`src/rtl/peripheral_mem_arb_pkg.sv`:
```
// rtl/peripheral_mem_arb_pkg.sv - shared types for the peripheral memory arbiter
package peripheral_mem_arb_pkg;

    typedef enum logic {ARB_HOST = 1'b0, ARB_DMA = 1'b1} arb_id_t;

    typedef struct packed {
        logic    valid;
        arb_id_t id;
    } rd_tag_t;

    localparam int MAX_LATENCY = 8;

    function automatic arb_id_t other_id(input arb_id_t id);
        return (id == ARB_HOST) ? ARB_DMA : ARB_HOST;
    endfunction

endpackage

```
`src/rtl/peripheral_mem_arbiter_if.sv`:
```
// rtl/peripheral_mem_arbiter_if.sv - requester-side Avalon-style port of the memory arbiter
interface peripheral_mem_arbiter_if #(
    parameter int DATAWIDTH = 32,
    parameter int ADDRWIDTH = 8
) ();

    logic                 read;
    logic                 write;
    logic [ADDRWIDTH-1:0] address;
    logic [DATAWIDTH-1:0] data_in;
    logic                 waitrequest;
    logic                 read_valid;
    logic [DATAWIDTH-1:0] data_out;

    modport master (
        output read, write, address, data_in,
        input  waitrequest, read_valid, data_out
    );

    modport slave (
        input  read, write, address, data_in,
        output waitrequest, read_valid, data_out
    );

endinterface

```
`src/rtl/peripheral_rd_tag_pipe.sv`:
```
// rtl/peripheral_rd_tag_pipe.sv - fixed-depth shift register tracking the owner of each in-flight read
module peripheral_rd_tag_pipe
    import peripheral_mem_arb_pkg::*;
#(
    parameter int LATENCY = 1
) (
    input  logic    clk,
    input  logic    reset,
    input  rd_tag_t tag_in,
    output rd_tag_t tag_out
);

    rd_tag_t [LATENCY-1:0] stage_q;
    rd_tag_t [LATENCY-1:0] stage_d;

    always_comb begin
        stage_d    = stage_q;
        stage_d[0] = tag_in;
        for (int i = 1; i < LATENCY; i++) begin
            stage_d[i] = stage_q[i-1];
        end
    end

    always_ff @(posedge clk or posedge reset) begin
        if (reset) begin
            stage_q <= '0;
        end else begin
            stage_q <= stage_d;
        end
    end

    assign tag_out = stage_q[LATENCY-1];

endmodule

```
`src/rtl/peripheral_mem_arbiter.sv`:
```
// rtl/peripheral_mem_arbiter.sv - two-requester arbiter for the shared fixed-latency memory port
// Optional MEM_ARB_FIXED_PRIORITY_EN: host always wins ties instead of round robin.
module peripheral_mem_arbiter
    import peripheral_mem_arb_pkg::*;
#(
    parameter int DATAWIDTH = 32,
    parameter int ADDRWIDTH = 8,
    parameter int LATENCY   = 1
) (
    input  logic                  clk,
    input  logic                  reset,
    peripheral_mem_arbiter_if.slave h_if,
    peripheral_mem_arbiter_if.slave d_if,
    output logic                  m_read,
    output logic                  m_write,
    output logic [ADDRWIDTH-1:0]  m_address,
    output logic [DATAWIDTH-1:0]  m_data_out,
    input  logic                  m_read_valid,
    input  logic [DATAWIDTH-1:0]  m_data_in
);

    logic    h_req;
    logic    d_req;
    logic    grant_h;
    logic    grant_d;
    logic    any_grant;
    arb_id_t winner;
    arb_id_t last_grant_q;
    arb_id_t last_grant_d;
    rd_tag_t tag_in;
    rd_tag_t tag_out;

    always_comb begin
        h_req   = h_if.read | h_if.write;
        d_req   = d_if.read | d_if.write;
        grant_h = 1'b0;
        grant_d = 1'b0;
        if (!reset) begin
`ifdef MEM_ARB_FIXED_PRIORITY_EN
            grant_h = h_req;
            grant_d = d_req & ~h_req;
`else
            if (h_req && d_req) begin
                grant_h = (other_id(last_grant_q) == ARB_HOST);
                grant_d = ~grant_h;
            end else begin
                grant_h = h_req;
                grant_d = d_req;
            end
`endif
        end
        any_grant    = grant_h | grant_d;
        winner       = grant_d ? ARB_DMA : ARB_HOST;
        last_grant_d = any_grant ? winner : last_grant_q;
    end

    // A simultaneous read+write from one requester issues only the write.
    always_comb begin
        m_read     = 1'b0;
        m_write    = 1'b0;
        m_address  = '0;
        m_data_out = '0;
        if (grant_h) begin
            m_write    = h_if.write;
            m_read     = h_if.read & ~h_if.write;
            m_address  = h_if.address;
            m_data_out = h_if.data_in;
        end else if (grant_d) begin
            m_write    = d_if.write;
            m_read     = d_if.read & ~d_if.write;
            m_address  = d_if.address;
            m_data_out = d_if.data_in;
        end
    end

    always_ff @(posedge clk or posedge reset) begin
        if (reset) begin
            last_grant_q <= ARB_DMA;
        end else begin
            last_grant_q <= last_grant_d;
        end
    end

    assign tag_in = '{valid: m_read, id: winner};

    peripheral_rd_tag_pipe #(
        .LATENCY (LATENCY)
    ) u_rd_tag_pipe (
        .clk     (clk),
        .reset   (reset),
        .tag_in  (tag_in),
        .tag_out (tag_out)
    );

    assign h_if.waitrequest = reset | (h_req & ~grant_h);
    assign d_if.waitrequest = reset | (d_req & ~grant_d);

    // Read data is broadcast; only read_valid is steered to the issuing requester.
    assign h_if.read_valid = ~reset & m_read_valid & tag_out.valid & (tag_out.id == ARB_HOST);
    assign d_if.read_valid = ~reset & m_read_valid & tag_out.valid & (tag_out.id == ARB_DMA);
    assign h_if.data_out   = m_data_in;
    assign d_if.data_out   = m_data_in;

    a_no_orphan_return: assert property (@(posedge clk) disable iff (reset)
        m_read_valid |-> tag_out.valid);
    a_no_missing_return: assert property (@(posedge clk) disable iff (reset)
        tag_out.valid |-> m_read_valid);

endmodule

```
`src/flat_wrapper.sv`:
```
// flat-port wrapper written by rule: the top's interface ports become plain ports
module peripheral_mem_arbiter_flat import peripheral_mem_arb_pkg::*;
#(
    parameter int DATAWIDTH = 32,
    parameter int ADDRWIDTH = 8,
    parameter int LATENCY   = 1
)
  (clk, reset, m_read, m_write, m_address, m_data_out, m_read_valid, m_data_in, h_if_read, h_if_write, h_if_address, h_if_data_in, h_if_waitrequest, h_if_read_valid, h_if_data_out, d_if_read, d_if_write, d_if_address, d_if_data_in, d_if_waitrequest, d_if_read_valid, d_if_data_out);
  peripheral_mem_arbiter_if #(.DATAWIDTH(DATAWIDTH), .ADDRWIDTH(ADDRWIDTH)) h_if_i ();
  peripheral_mem_arbiter_if #(.DATAWIDTH(DATAWIDTH), .ADDRWIDTH(ADDRWIDTH)) d_if_i ();
  input  logic clk;
  input  logic reset;
  output logic m_read;
  output logic m_write;
  output logic [ADDRWIDTH-1:0] m_address;
  output logic [DATAWIDTH-1:0] m_data_out;
  input  logic m_read_valid;
  input  logic [DATAWIDTH-1:0] m_data_in;
  input wire logic [$bits(h_if_i.read)-1:0] h_if_read;
  input wire logic [$bits(h_if_i.write)-1:0] h_if_write;
  input wire logic [$bits(h_if_i.address)-1:0] h_if_address;
  input wire logic [$bits(h_if_i.data_in)-1:0] h_if_data_in;
  output wire logic [$bits(h_if_i.waitrequest)-1:0] h_if_waitrequest;
  output wire logic [$bits(h_if_i.read_valid)-1:0] h_if_read_valid;
  output wire logic [$bits(h_if_i.data_out)-1:0] h_if_data_out;
  input wire logic [$bits(d_if_i.read)-1:0] d_if_read;
  input wire logic [$bits(d_if_i.write)-1:0] d_if_write;
  input wire logic [$bits(d_if_i.address)-1:0] d_if_address;
  input wire logic [$bits(d_if_i.data_in)-1:0] d_if_data_in;
  output wire logic [$bits(d_if_i.waitrequest)-1:0] d_if_waitrequest;
  output wire logic [$bits(d_if_i.read_valid)-1:0] d_if_read_valid;
  output wire logic [$bits(d_if_i.data_out)-1:0] d_if_data_out;
  assign h_if_i.read = h_if_read;
  assign h_if_i.write = h_if_write;
  assign h_if_i.address = h_if_address;
  assign h_if_i.data_in = h_if_data_in;
  assign h_if_waitrequest = h_if_i.waitrequest;
  assign h_if_read_valid = h_if_i.read_valid;
  assign h_if_data_out = h_if_i.data_out;
  assign d_if_i.read = d_if_read;
  assign d_if_i.write = d_if_write;
  assign d_if_i.address = d_if_address;
  assign d_if_i.data_in = d_if_data_in;
  assign d_if_waitrequest = d_if_i.waitrequest;
  assign d_if_read_valid = d_if_i.read_valid;
  assign d_if_data_out = d_if_i.data_out;
  peripheral_mem_arbiter #(.DATAWIDTH(DATAWIDTH), .ADDRWIDTH(ADDRWIDTH), .LATENCY(LATENCY)) u_core (.clk(clk), .reset(reset), .h_if(h_if_i), .d_if(d_if_i), .m_read(m_read), .m_write(m_write), .m_address(m_address), .m_data_out(m_data_out), .m_read_valid(m_read_valid), .m_data_in(m_data_in));
endmodule
```
`config.mk`:
```
export PLATFORM = sky130hd
export DESIGN_NAME = peripheral_mem_arbiter_flat
export DESIGN_NICKNAME = d
export VERILOG_FILES = /design/src/rtl/peripheral_mem_arb_pkg.sv /design/src/rtl/peripheral_mem_arbiter_if.sv /design/src/rtl/peripheral_rd_tag_pipe.sv /design/src/rtl/peripheral_mem_arbiter.sv /design/src/flat_wrapper.sv
export SDC_FILE = /design/constraint.sdc
export NUM_CORES = 1
export LEC_CHECK = 0
export BUFFER_PORTS_ARGS = -buffer_cell sky130_fd_sc_hd__buf_2
export CAP_MARGIN = 20
export CORE_AREA = 2 2 88 90
export CTS_CLUSTER_DIAMETER = 40
export DETAILED_ROUTE_END_ITERATION = 12
export DIE_AREA = 0 0 90 92
export REMOVE_ABC_BUFFERS = 1
export SYNTH_ARGS = -nofsm -noshare
export SYNTH_HDL_FRONTEND = slang
export SYNTH_SLANG_ARGS = --single-unit
```
`constraint.sdc`:
```
create_clock -name clk -period 1.67 [get_ports clk]
set_input_delay 0.167 -clock clk [delete_from_list [all_inputs] [get_ports clk]]
set_output_delay 0.167 -clock clk [all_outputs]
set_load 0.01 [all_outputs]
```
==> run summary <==
After layout, the worst path uses 105% of the clock period. Area overhead of the layout relative to synthesis: 45.1%. The critical path is of the reg -> out type.

The final worst slack was -0.0794 ns. The fraction of final layout cells sized beyond drive strength 1 is 72.8%. The clock drives 3 sinks. After synthesis, flip-flops and latches occupy 6.86% of the total area.

Critical path data arrival time: 1.58 ns. For this run, design rule violations remaining after detail routing come to 0. During synthesis, Yosys emitted a total of 0 warnings. Adding up every negative setup slack in the final design gives -1.56 ns. After legalization and detailed placement, the total HPWL measured 5150 um. Launch point of the worst reg-to-reg path: u_core.last_grant_q.

The capture instance of the worst register-to-register path was u_core.u_rd_tag_pipe.tag_out[0]. The diode insertion count for antenna repair is 0. The signal on the critical path passes through buf_6, o221a_4, buf_12, a22o_1, buf_2. The post-route antenna net violation count is 0. Number of antenna violations at the first check in global routing: 0. The die boundary height is 92 um. The cell area that synthesis handed to floorplanning was 0.00111 mm2. The count of final max-slew check failures was 0. Input and output buffers added on the ports amount to 132.

The total global routing track utilization was 16.8%. The startpoint identified for the worst hold timing path is reset. On the final layout, the worst hold slack is 0.213 ns.

TritonCTS built the clock tree. For the worst setup path, the data required time is 1.50 ns. The final layout contains routed wiring with a total length of 7600 um.

Across the run, the number of max-cap violations was 0. The total clock buffers created by CTS is 3. The deepest clock path buffer count is 2. Placeable core region: 0.00745 mm2. The slowest stage of the critical path belongs to the cell dfstp_2.

The first global-routing pass estimated 9980 um of wire. The logs give 5 for the number of iterations in the first detailed-routing pass and 0.000962 W for the post-route total power. Setup violations remaining at the end of the flow were counted as 40. Clock tree synthesis selected as its root buffer the cell clkbuf_8.

Setup repair after global routing could not meet its margin everywhere. The tools report the count of boundary I/O pins as 229. The die covers 0.00828 mm2.

The tightest min-delay check is of the in -> reg type. VDD sags by at most 153 uV. In this run the power density over the cells is 596 mW/mm2. The time the worst path needs with I/O delays and setup is 1.75 ns, and the clock insertion delay at the later pin of the skew report is 0.21 ns. After global routing the overflow that remains totals 0. The setup slack of the most critical reg-to-reg path is 0.45 ns, and the delay of the slowest cell on the worst path is 0.53 ns.

Counting both buffers and inverters, the worst setup path holds a total of 3. The clock arrives with 0.00266 ns of skew. Dividing the detail-routed wire length by the instance count gives 24.1 um. The cell family contributing the most delay on the critical path is flip-flops. The logs give 32 for the row count and 0.766 for the final RePlAce weighted congestion. STA classifies the critical path startpoint as a register. After synthesis, the mean cell area works out to 8.18 um2.

The number of global-route vias before repair was 1377. The final route contains 1482 vias. The number of failing hold endpoints at the final stage was 0; the effective utilization at floorplan was 14.9%. The tools report the reported leakage power as 0.912 nW.

STA classifies the critical path endpoint as a primary output. The final layout contains 333 nets. For the pin with the worst max-slew slack, the measured transition is 0.455 ns. The maximum fanout encountered on the critical timing path was 20. The final reports fail on negative setup slack.

For hold timing, the worst endpoint is u_core.last_grant_q. The number of cells on the worst reg-to-reg path is 3. The worst hold path was traced through 2 stages.

The floorplan step set the die width to 90 um. Clock-pin slew was measured on the worst setup and hold paths at 0.03 ns. The tools report the highest attainable clock frequency as 572 MHz. Synthesis produced 136 cells.

Headroom to the max-slew limit came out at 69.6%. The flow ran to the end, but the final reports show violations. In the routed layout, each cell is associated on average with a via count of 4.70.

In this run, distinct cell masters in the synthesized netlist total 21. The run gives 21 as the largest net degree at the start of global routing. The number of synthesized register bits is 3, and the violation count after the first detailed-route iteration is 95.

The total number of H-tree levels is 1.
==> cells by family after synthesis <==
logic type | synth area share [%]
buffers and inverters | 50.4
AOI/OAI and AO/OA | 39.8
and+or+nand+nor | 2.92
DFF | 6.86
==> sequential cells by signal (all words and copies together), names as in the netlist <==
name	count
u_core.last_grant_q	1
u_core.u_rd_tag_pipe.tag_out	2
==> how the worst max path moves through the flow <==
stage                   startpoint        endpoint  slack [ns]  cells after the start
6_report       u_core.last_grant_q  m_data_out[30]       -0.08                      5
5_1_grt        u_core.last_grant_q    m_address[2]       -0.12                      5
4_1_cts        u_core.last_grant_q  m_data_out[30]        -0.1                      5
3_5_place_dp            h_if_write  m_data_out[19]      -0.003                      5
3_3_place_gp            h_if_write  m_data_out[19]        0.02                      5
2_1_floorplan  u_core.last_grant_q    m_address[0]        0.12                      2
==> worst register-to-register path, stage by stage (launching register included) <==
cell and delay [ns]:
dfstp_2 0.53, inv_2 0.10, o221a_4 0.31, buf_4 0.16
==> metrics by stage <==
| step | setup slack (ns) | utilization [%] | std cells | area (um2) |
|---|---|---|---|---|
| final | -0.0794 | 21.7 | 315 | 1610 |
| after detailed placement | -0.00335 | 18.8 | 302 | 1400 |
| after global routing | -0.116 | 21.7 | 315 | 1610 |
| after global placement | 0.0157 | 18.8 | 302 | 1400 |
| after floorplan | 0.125 | - | 64 | 567 |
| after CTS | -0.0950 | 21.8 | 313 | 1620 |
==> layer usage <==
metal / track usage, % / share of wire, %
met1: 21.9 / 46
met3: 13.1 / 16
met5: 8.33 / 0.36
met2: 20.9 / 37
met4: 2.95 / 0.55
==> cells in the final DEF (no fill, tap or decap), drive strengths merged <==
cell type  synthesis  layout
o211ai             2       2
o31ai              3       3
buf               72     140
a22o              40      40
dfrtp              2       2
o221a              2       7
o21ai              1       1
inv                4       4
nor3b              1       1
nand2b             1       1
nor2               2       2
clkbuf             0       4
nand2              1       1
a311oi             1       1
a21oi              2       2
nor3               1       1
dfstp              1       1
==> final cells by class <==
class / instances / area (um2)
Multi-Input combinational cell: 62 / 578
Sequential cell: 3 / 76.3
Clock buffer: 4 / 45.0
Tap cell: 102 / 128
Inverter: 4 / 15.0
Timing Repair Buffer: 140 / 772
Fill cell: 844 / 5830
==> where the power goes <==
group          switching [W]  internal, W
Combinational       0.000331     0.000330
Clock              0.0000463     0.000163
Sequential        0.00000584    0.0000860
==> Yosys cell counts <==
| master | number | area [um2] |
|---|---|---|
| nor3_1 | 1 | 5.00 |
| nor2_2 | 1 | 6.26 |
| buf_4 | 64 | 480 |
| o211ai_1 | 2 | 15.0 |
| nand2_1 | 1 | 3.75 |
| a21oi_1 | 2 | 10.0 |
| nor3b_1 | 1 | 7.51 |
| o21ai_0 | 1 | 5.00 |
| a311oi_1 | 1 | 8.76 |
| o31ai_1 | 3 | 22.5 |
| o221a_2 | 1 | 11.3 |
| buf_2 | 4 | 20.0 |
| nand2b_1 | 1 | 6.26 |
| nor2_1 | 1 | 3.75 |
| o221a_4 | 1 | 20.0 |
| a22o_1 | 40 | 350 |
| inv_1 | 3 | 11.3 |
| dfstp_2 | 1 | 26.3 |
| dfrtp_1 | 2 | 50.1 |
| inv_2 | 1 | 3.75 |
| buf_6 | 4 | 45.0 |
==> timing repair <==
action                     in CTS  in global routing
setup endpoints to repair      40                 41
buffers inserted                2                  2
pin swaps                       1                  3
hold buffers                    0                  0
resized for setup              14                  2
cloned                          5                  2
Note: power is estimated with default switching activity, not from simulation.
